===== config.mk =====
export PLATFORM = sky130hd
export DESIGN_NAME = ml_acc_seq
export DESIGN_NICKNAME = d
export VERILOG_FILES = /design/src/rtl/ml_acc_pkg.sv /design/src/rtl/ml_acc_mac.sv /design/src/rtl/ml_acc_seq.sv
export SDC_FILE = /design/constraint.sdc
export NUM_CORES = 2
export LEC_CHECK = 0
export CAP_MARGIN = 20
export CORE_UTILIZATION = 30
export CTS_CLUSTER_DIAMETER = 40
export DETAILED_ROUTE_END_ITERATION = 10
export GPL_ROUTABILITY_DRIVEN = 0
export GPL_TIMING_DRIVEN = 0
export PLACE_DENSITY = 0.5
export REMOVE_ABC_BUFFERS = 1
export SYNTH_ARGS = -nofsm -noshare
export SYNTH_HDL_FRONTEND = slang
export SYNTH_SLANG_ARGS = --single-unit
export TNS_END_PERCENT = 1

===== constraint.sdc =====
create_clock -name ACLK -period 6.3 [get_ports ACLK]
set_input_delay 0.945 -clock ACLK [delete_from_list [all_inputs] [get_ports ACLK]]
set_output_delay 0.945 -clock ACLK [all_outputs]
set_load 0.01 [all_outputs]

===== src/rtl/ml_acc_pkg.sv =====
// Shared types and constants for the ml_acc_system dot-product sequencer.
package ml_acc_pkg;

  typedef enum logic [1:0] {
    StIdle,
    StIssue,
    StDrain,
    StDone
  } state_e;

  localparam int unsigned START_REG = 10;

  localparam logic [31:0] INPUT_BRAM_BASE  = 32'h4000_0000;
  localparam logic [31:0] WEIGHT_BRAM_BASE = 32'h4200_0000;
  localparam logic [31:0] CTRL_BASE        = 32'h43C0_0000;

  localparam int unsigned DefAddrW = 10;
  localparam int unsigned DefDataW = 32;
  localparam int unsigned DefAccW  = 64;
  localparam int unsigned DefRdLat = 1;

endpackage


===== src/rtl/ml_acc_mac.sv =====
// Two-stage signed multiply-accumulate: stage 1 registers the product, stage 2 accumulates.
module ml_acc_mac
  import ml_acc_pkg::*;
#(
  parameter int unsigned DATA_W = DefDataW,
  parameter int unsigned ACC_W  = DefAccW
) (
  input  logic              clk_i,
  input  logic              rst_ni,
  input  logic              clr_i,
  input  logic              flush_i,
  input  logic              in_valid_i,
  input  logic [DATA_W-1:0] a_i,
  input  logic [DATA_W-1:0] b_i,
  output logic [ACC_W-1:0]  acc_o,
  output logic              busy_o
);

  logic signed [2*DATA_W-1:0] prod;
  logic signed [2*DATA_W-1:0] prod_q;
  logic                       p_vld_q;
  logic        [ACC_W-1:0]    prod_ext;
  logic        [ACC_W-1:0]    acc_q;

  // Operands are widened first so the product is exact at 2*DATA_W bits.
  assign prod = $signed({{DATA_W{a_i[DATA_W-1]}}, a_i}) *
                $signed({{DATA_W{b_i[DATA_W-1]}}, b_i});
  assign prod_ext = ACC_W'(prod_q);

  always_ff @(posedge clk_i or negedge rst_ni) begin
    if (!rst_ni) begin
      prod_q  <= '0;
      p_vld_q <= 1'b0;
    end else begin
      p_vld_q <= (clr_i || flush_i) ? 1'b0 : in_valid_i;
      if (in_valid_i) begin
        prod_q <= prod;
      end
    end
  end

  always_ff @(posedge clk_i or negedge rst_ni) begin
    if (!rst_ni) begin
      acc_q <= '0;
    end else if (clr_i) begin
      acc_q <= '0;
    end else if (p_vld_q) begin
      acc_q <= acc_q + prod_ext;
    end
  end

  assign acc_o  = acc_q;
  assign busy_o = p_vld_q;

endmodule


===== src/rtl/ml_acc_seq.sv =====
// Dot-product sequencer: streams len words from the Input/Weight BRAMs into the MAC
// and reports the signed sum with a done pulse and sticky valid flag.
module ml_acc_seq
  import ml_acc_pkg::*;
#(
  parameter int unsigned ADDR_W = DefAddrW,
  parameter int unsigned DATA_W = DefDataW,
  parameter int unsigned ACC_W  = DefAccW,
  parameter int unsigned RD_LAT = DefRdLat
) (
  input  logic              ACLK,
  input  logic              ARESETn,
  input  logic              start_i,
  input  logic              abort_i,
  input  logic [ADDR_W:0]   len_i,
  input  logic [ADDR_W-1:0] x_base_i,
  input  logic [ADDR_W-1:0] w_base_i,
  output logic              x_en_o,
  output logic              w_en_o,
  output logic [ADDR_W-1:0] x_addr_o,
  output logic [ADDR_W-1:0] w_addr_o,
  input  logic [DATA_W-1:0] x_rdata_i,
  input  logic [DATA_W-1:0] w_rdata_i,
  output logic [ACC_W-1:0]  result_o,
  output logic              result_valid_o,
  output logic              busy_o,
  output logic              done_o,
  output logic              start_err_o
);

  state_e              state_q, state_d;
  logic [ADDR_W:0]     idx_q, idx_d;
  logic [ADDR_W:0]     len_q, len_d;
  logic [ADDR_W-1:0]   xb_q, xb_d;
  logic [ADDR_W-1:0]   wb_q, wb_d;
  logic                rv_q, rv_d;
  logic                err_q, err_d;
  logic [RD_LAT-1:0]   vpipe_q, vpipe_d;
  logic                issue;
  logic                accept;
  logic                mac_busy;

  assign issue  = (state_q == StIssue);
  assign accept = (state_q == StIdle) && start_i && !abort_i;

  always_comb begin
    state_d = state_q;
    idx_d   = idx_q;
    len_d   = len_q;
    xb_d    = xb_q;
    wb_d    = wb_q;
    rv_d    = rv_q;
    err_d   = err_q;
    if (abort_i) begin
      state_d = StIdle;
      rv_d    = 1'b0;
    end else begin
      if (start_i && (state_q != StIdle)) begin
        err_d = 1'b1;
      end
      unique case (state_q)
        StIdle: begin
          if (start_i) begin
            len_d = len_i;
            xb_d  = x_base_i;
            wb_d  = w_base_i;
            idx_d = '0;
            err_d = 1'b0;
            // Zero-length jobs skip straight to completion with a cleared sum.
            rv_d    = (len_i == '0);
            state_d = (len_i == '0) ? StDone : StIssue;
          end
        end
        StIssue: begin
          idx_d = idx_q + 1'b1;
          if (idx_q == len_q - 1'b1) begin
            state_d = StDrain;
          end
        end
        StDrain: begin
          if ((vpipe_q == '0) && !mac_busy) begin
            state_d = StDone;
            rv_d    = 1'b1;
          end
        end
        StDone: begin
          state_d = StIdle;
        end
        default: state_d = StIdle;
      endcase
    end
  end

  // Tags which cycles carry returning BRAM data; the last stage feeds the MAC.
  always_comb begin
    vpipe_d = '0;
    if (!abort_i) begin
      vpipe_d[0] = issue;
      for (int i = 1; i < RD_LAT; i++) begin
        vpipe_d[i] = vpipe_q[i-1];
      end
    end
  end

  always_ff @(posedge ACLK or negedge ARESETn) begin
    if (!ARESETn) begin
      state_q <= StIdle;
      idx_q   <= '0;
      len_q   <= '0;
      xb_q    <= '0;
      wb_q    <= '0;
      rv_q    <= 1'b0;
      err_q   <= 1'b0;
      vpipe_q <= '0;
    end else begin
      state_q <= state_d;
      idx_q   <= idx_d;
      len_q   <= len_d;
      xb_q    <= xb_d;
      wb_q    <= wb_d;
      rv_q    <= rv_d;
      err_q   <= err_d;
      vpipe_q <= vpipe_d;
    end
  end

  ml_acc_mac #(
    .DATA_W(DATA_W),
    .ACC_W (ACC_W)
  ) u_mac (
    .clk_i     (ACLK),
    .rst_ni    (ARESETn),
    .clr_i     (accept),
    .flush_i   (abort_i),
    .in_valid_i(vpipe_q[RD_LAT-1]),
    .a_i       (x_rdata_i),
    .b_i       (w_rdata_i),
    .acc_o     (result_o),
    .busy_o    (mac_busy)
  );

  assign x_en_o         = issue;
  assign w_en_o         = issue;
  assign x_addr_o       = xb_q + idx_q[ADDR_W-1:0];
  assign w_addr_o       = wb_q + idx_q[ADDR_W-1:0];
  assign result_valid_o = rv_q;
  assign busy_o         = (state_q != StIdle);
  assign done_o         = (state_q == StDone);
  assign start_err_o    = err_q;

endmodule


==> metrics.md <==
| Metric | Value |
|---|---|
| Crit end category | flip-flop |
| Clock Path Buffers | 2 |
| Register Area | about 0.0044 mm² |
| Hold_ws | roughly 480 ps |
| Multi-input logic area | approximately 0.039 mm² |
| CP bufs+invs | 7 |
| Endpoints failing setup | 47 |
| Clock transition at the registers of the reported paths | 60 ps |
| Syn-to-layout area delta | 13.12% |
| Simple-gate share of the synthesized area | 0.1623 |
| Slew Viols, Final | 0 |
| Cell Rows | 146 |
| Reg2reg setup slack | 2720 ps |
| Vias per cell | 4.733 |
| Ys flop type | dfrtp_1 |
| Initial antenna violation count | 3 |
| Fin. Hold Viols | 0 |
| Post-Synthesis Cells | ~5000 |
| Vias post-DR | 34384 |
| Share of the yosys chip area belonging to registers | 0.09213 |
| Die ar. | 0.1609 mm² |
| F_max | 125.8 MHz |
| Slew headroom | 0.3570 |
| Clk Latency, worst-skew pair | 450 ps |
| Post-synthesis mux area share | 0.02062 |
| Root Driver | clkbuf_16 |
| Max Cap Violations | 0 |
| Xor and xnor area share after synthesis | 0.02821 |
| Width of the chip | between 400 and 500 µm |
| CP max stage delay | 600 ps |
| Slew @ Worst Pin | 963.4 ps |
| Compound-gate portion of the synthesized area | 0.07158 |
| Final wirelength | 132900 µm |
| Vias in the first global route | 37532 |
| Yosys reg bits | 176 |
| Commonest non-fill, non-tap cells in the layout | 1059 x fa_1, 984 x inv_1, 697 x nand2_1, 511 x and2_1, 234 x ha_1 |
| First-pass GRT wire length | 215600 µm |
| Reg2reg path depth | 12 |
| Cell mode on critical path | fa_1 |
| Hold EP | xb_q[7] |
| Delay-heaviest family, CP | adder cells |
| Num CTS Buffers | 17 |
| Nets | 6632 |
| Netlist Area Pre-Place | 0.04780 mm² |
| Crit path time final | 7950 ps |
| Failing checks | design-rule violations, negative setup slack |
| DR WL/cell | 18.29 µm |
| Kind of critical path | in2reg |
| Post-synth EDFFs | 0 |
| Pre-antenna DRT Iters | 8 |
| Filler cell count | 16370 |
| Die Height | 401.2 µm |
| Area share of fa/ha/maj cells after synthesis | 0.5253 |
| Hold crit path type | reg2reg |
| H-tree Lvls | 4 |
| Post-DP HPWL | 108700 µm |
| CTS tree | done |
| Worst setup SP type | input pin |
| Commonest non-fill, non-tap cell in the layout | fa_1 |
| YS warnings | 0 |
| FFs w/ async S/R, synth | 1.000 |
| RSZ-0062 raised after global routing | yes |
| Hold path start | xb_q[7] |
| Clock skew | about 12 ps |
| IO Count | 189 |
| Final worst setup slack | -1650 ps |
| Slowest stage cell on the critical path | fa_2 |
| Final worst path period share | 1.262 |
| Total Routing Usage GR | 0.1697 |
| Pin count of the biggest net entering global routing | 94 |
| Netlist cell types | between 90 and 100 |
| Fraction of layout cells with a size suffix above 1 | 0.08150 |
| WHS Path Cells | 2 |
| Placeable Area | 0.1582 mm² |
| IO buf count | 188 |
| Starting Density | 0.3022 |
| Arrival time worst endpoint | between 8000 and 9000 ps |
| Highest metal used | met4 |
| Wl on met1 | 60590 µm |
| Metal3 WL | 4753 µm |
| Syn avg cell area | between 9 and 10 µm² |
| Antenna Violating Nets Remaining | 0 |
| Total number of clock tree sinks | 176 |
| Critical Path RT | 6630 ps |
| RR Startpoint | u_mac.acc_o[0] |
| Total gr overflow | 0 |
| # DRC | 2 |
| Worst R2R End | u_mac.acc_o[48] |
| Met2 routed WL | between 60000 and 70000 µm |
| Status | finished with violations |
| Worst-path fanout max | 11 |
| Starting DRT DRC Count | 1575 |
| Main combinational cell family by area after synthesis | adder cells |
[synth_stat cells, types with 39 or more instances]
master | n | area share
o21ai_0 | 99 | 0.010
ha_1 | 271 | 0.071
nor2_1 | 164 | 0.013
nand2_1 | 703 | 0.055
dfrtp_1 | 176 | 0.092
fa_1 | 1085 | 0.45
mux2_2 | 51 | 0.012
a21o_1 | 65 | 0.010
inv_1 | 997 | 0.078
xnor2_1 | 92 | 0.017
and2_1 | 517 | 0.068
mux2i_1 | 40 | 0.0084
nand3_1 | 39 | 0.0041
xor2_1 | 62 | 0.011
a21oi_1 | 163 | 0.017
clkbuf_1 | 233 | 0.018
[per-stage QoR]
stage	utilization	area (µm²)	cells	worst slack, ps	TNS, ps
after floorplan	-	46770	4883	-2126	-46550
after global placement	0.3240	51250	7143	-4938	-906940
after detailed placement	0.3265	51650	7173	-4393	-145050
after CTS	0.3395	53710	7252	-1688	-50610
after global routing	0.3418	54070	7262	-1791	-57840
final	0.3418	54080	7264	-1650	-50420
[state kept, by name, indices dropped and copies added (netlist names), 2 cells and up, named ones only]
name            cells
state_q             2
u_mac.prod_ext     64
u_mac.acc_o        64
idx_q              11
xb_q               10
len_q              11
wb_q               10
[layout make-up]
type / count / area share
Timing Repair Buffer: 274 / 0.05979
Tap cell: 2072 / 0.04794
Clock inverter: 10 / 0.002013
Sequential cell: 176 / 0.08158
Timing Repair inverter: 1 / 0.0001388
Clock buffer: 22 / 0.008954
Inverter: 997 / 0.06950
Antenna cell: 2 / 0.00009255
Multi-Input combinational cell: 3710 / 0.7300
[kinds of logic after synthesis]
| logic type | after synthesis |
|---|---|
| simple gates | 1587 |
| fa+ha+maj | 1356 |
| buf+inv | 1256 |
| compound gates | 521 |
| flops | 176 |
| xor+xnor | 154 |
| mux | 92 |
[tightest hold or removal path, cell delays in order, from the launching register on]
cell	delay [ps]
dfrtp_1	340
nand2_1	50
nand2_1	60
[what timing repair did]
action | CTS | global route
hold buffers | 0 | 0
gates resized for setup | 361 | 80
setup endpoints to repair | 52 | 49
pin swaps | 53 | 48
cloned | 8 | 1
buffers inserted | 39 | 9
[worst max path at each step]
stage,start,end,depth (start not counted)
after floorplan,w_rdata_i[2],u_mac.prod_ext[60],25
after global placement,w_rdata_i[5],u_mac.prod_ext[60],28
after detailed placement,w_rdata_i[5],u_mac.prod_ext[60],29
after CTS,w_rdata_i[4],u_mac.prod_ext[60],27
after global routing,x_rdata_i[31],u_mac.prod_ext[60],27
final,x_rdata_i[31],u_mac.prod_ext[60],27
[metal layers]
metal	up-vias	GRT usage
li1	15622	-
met1	18123	0.2345
met2	566	0.2939
met3	73	0.01824
met4	0	0.01869
met5	-	0
Power is not shown: default switching activity piles up to over one toggle a cycle in this logic, so the estimate is an artifact.
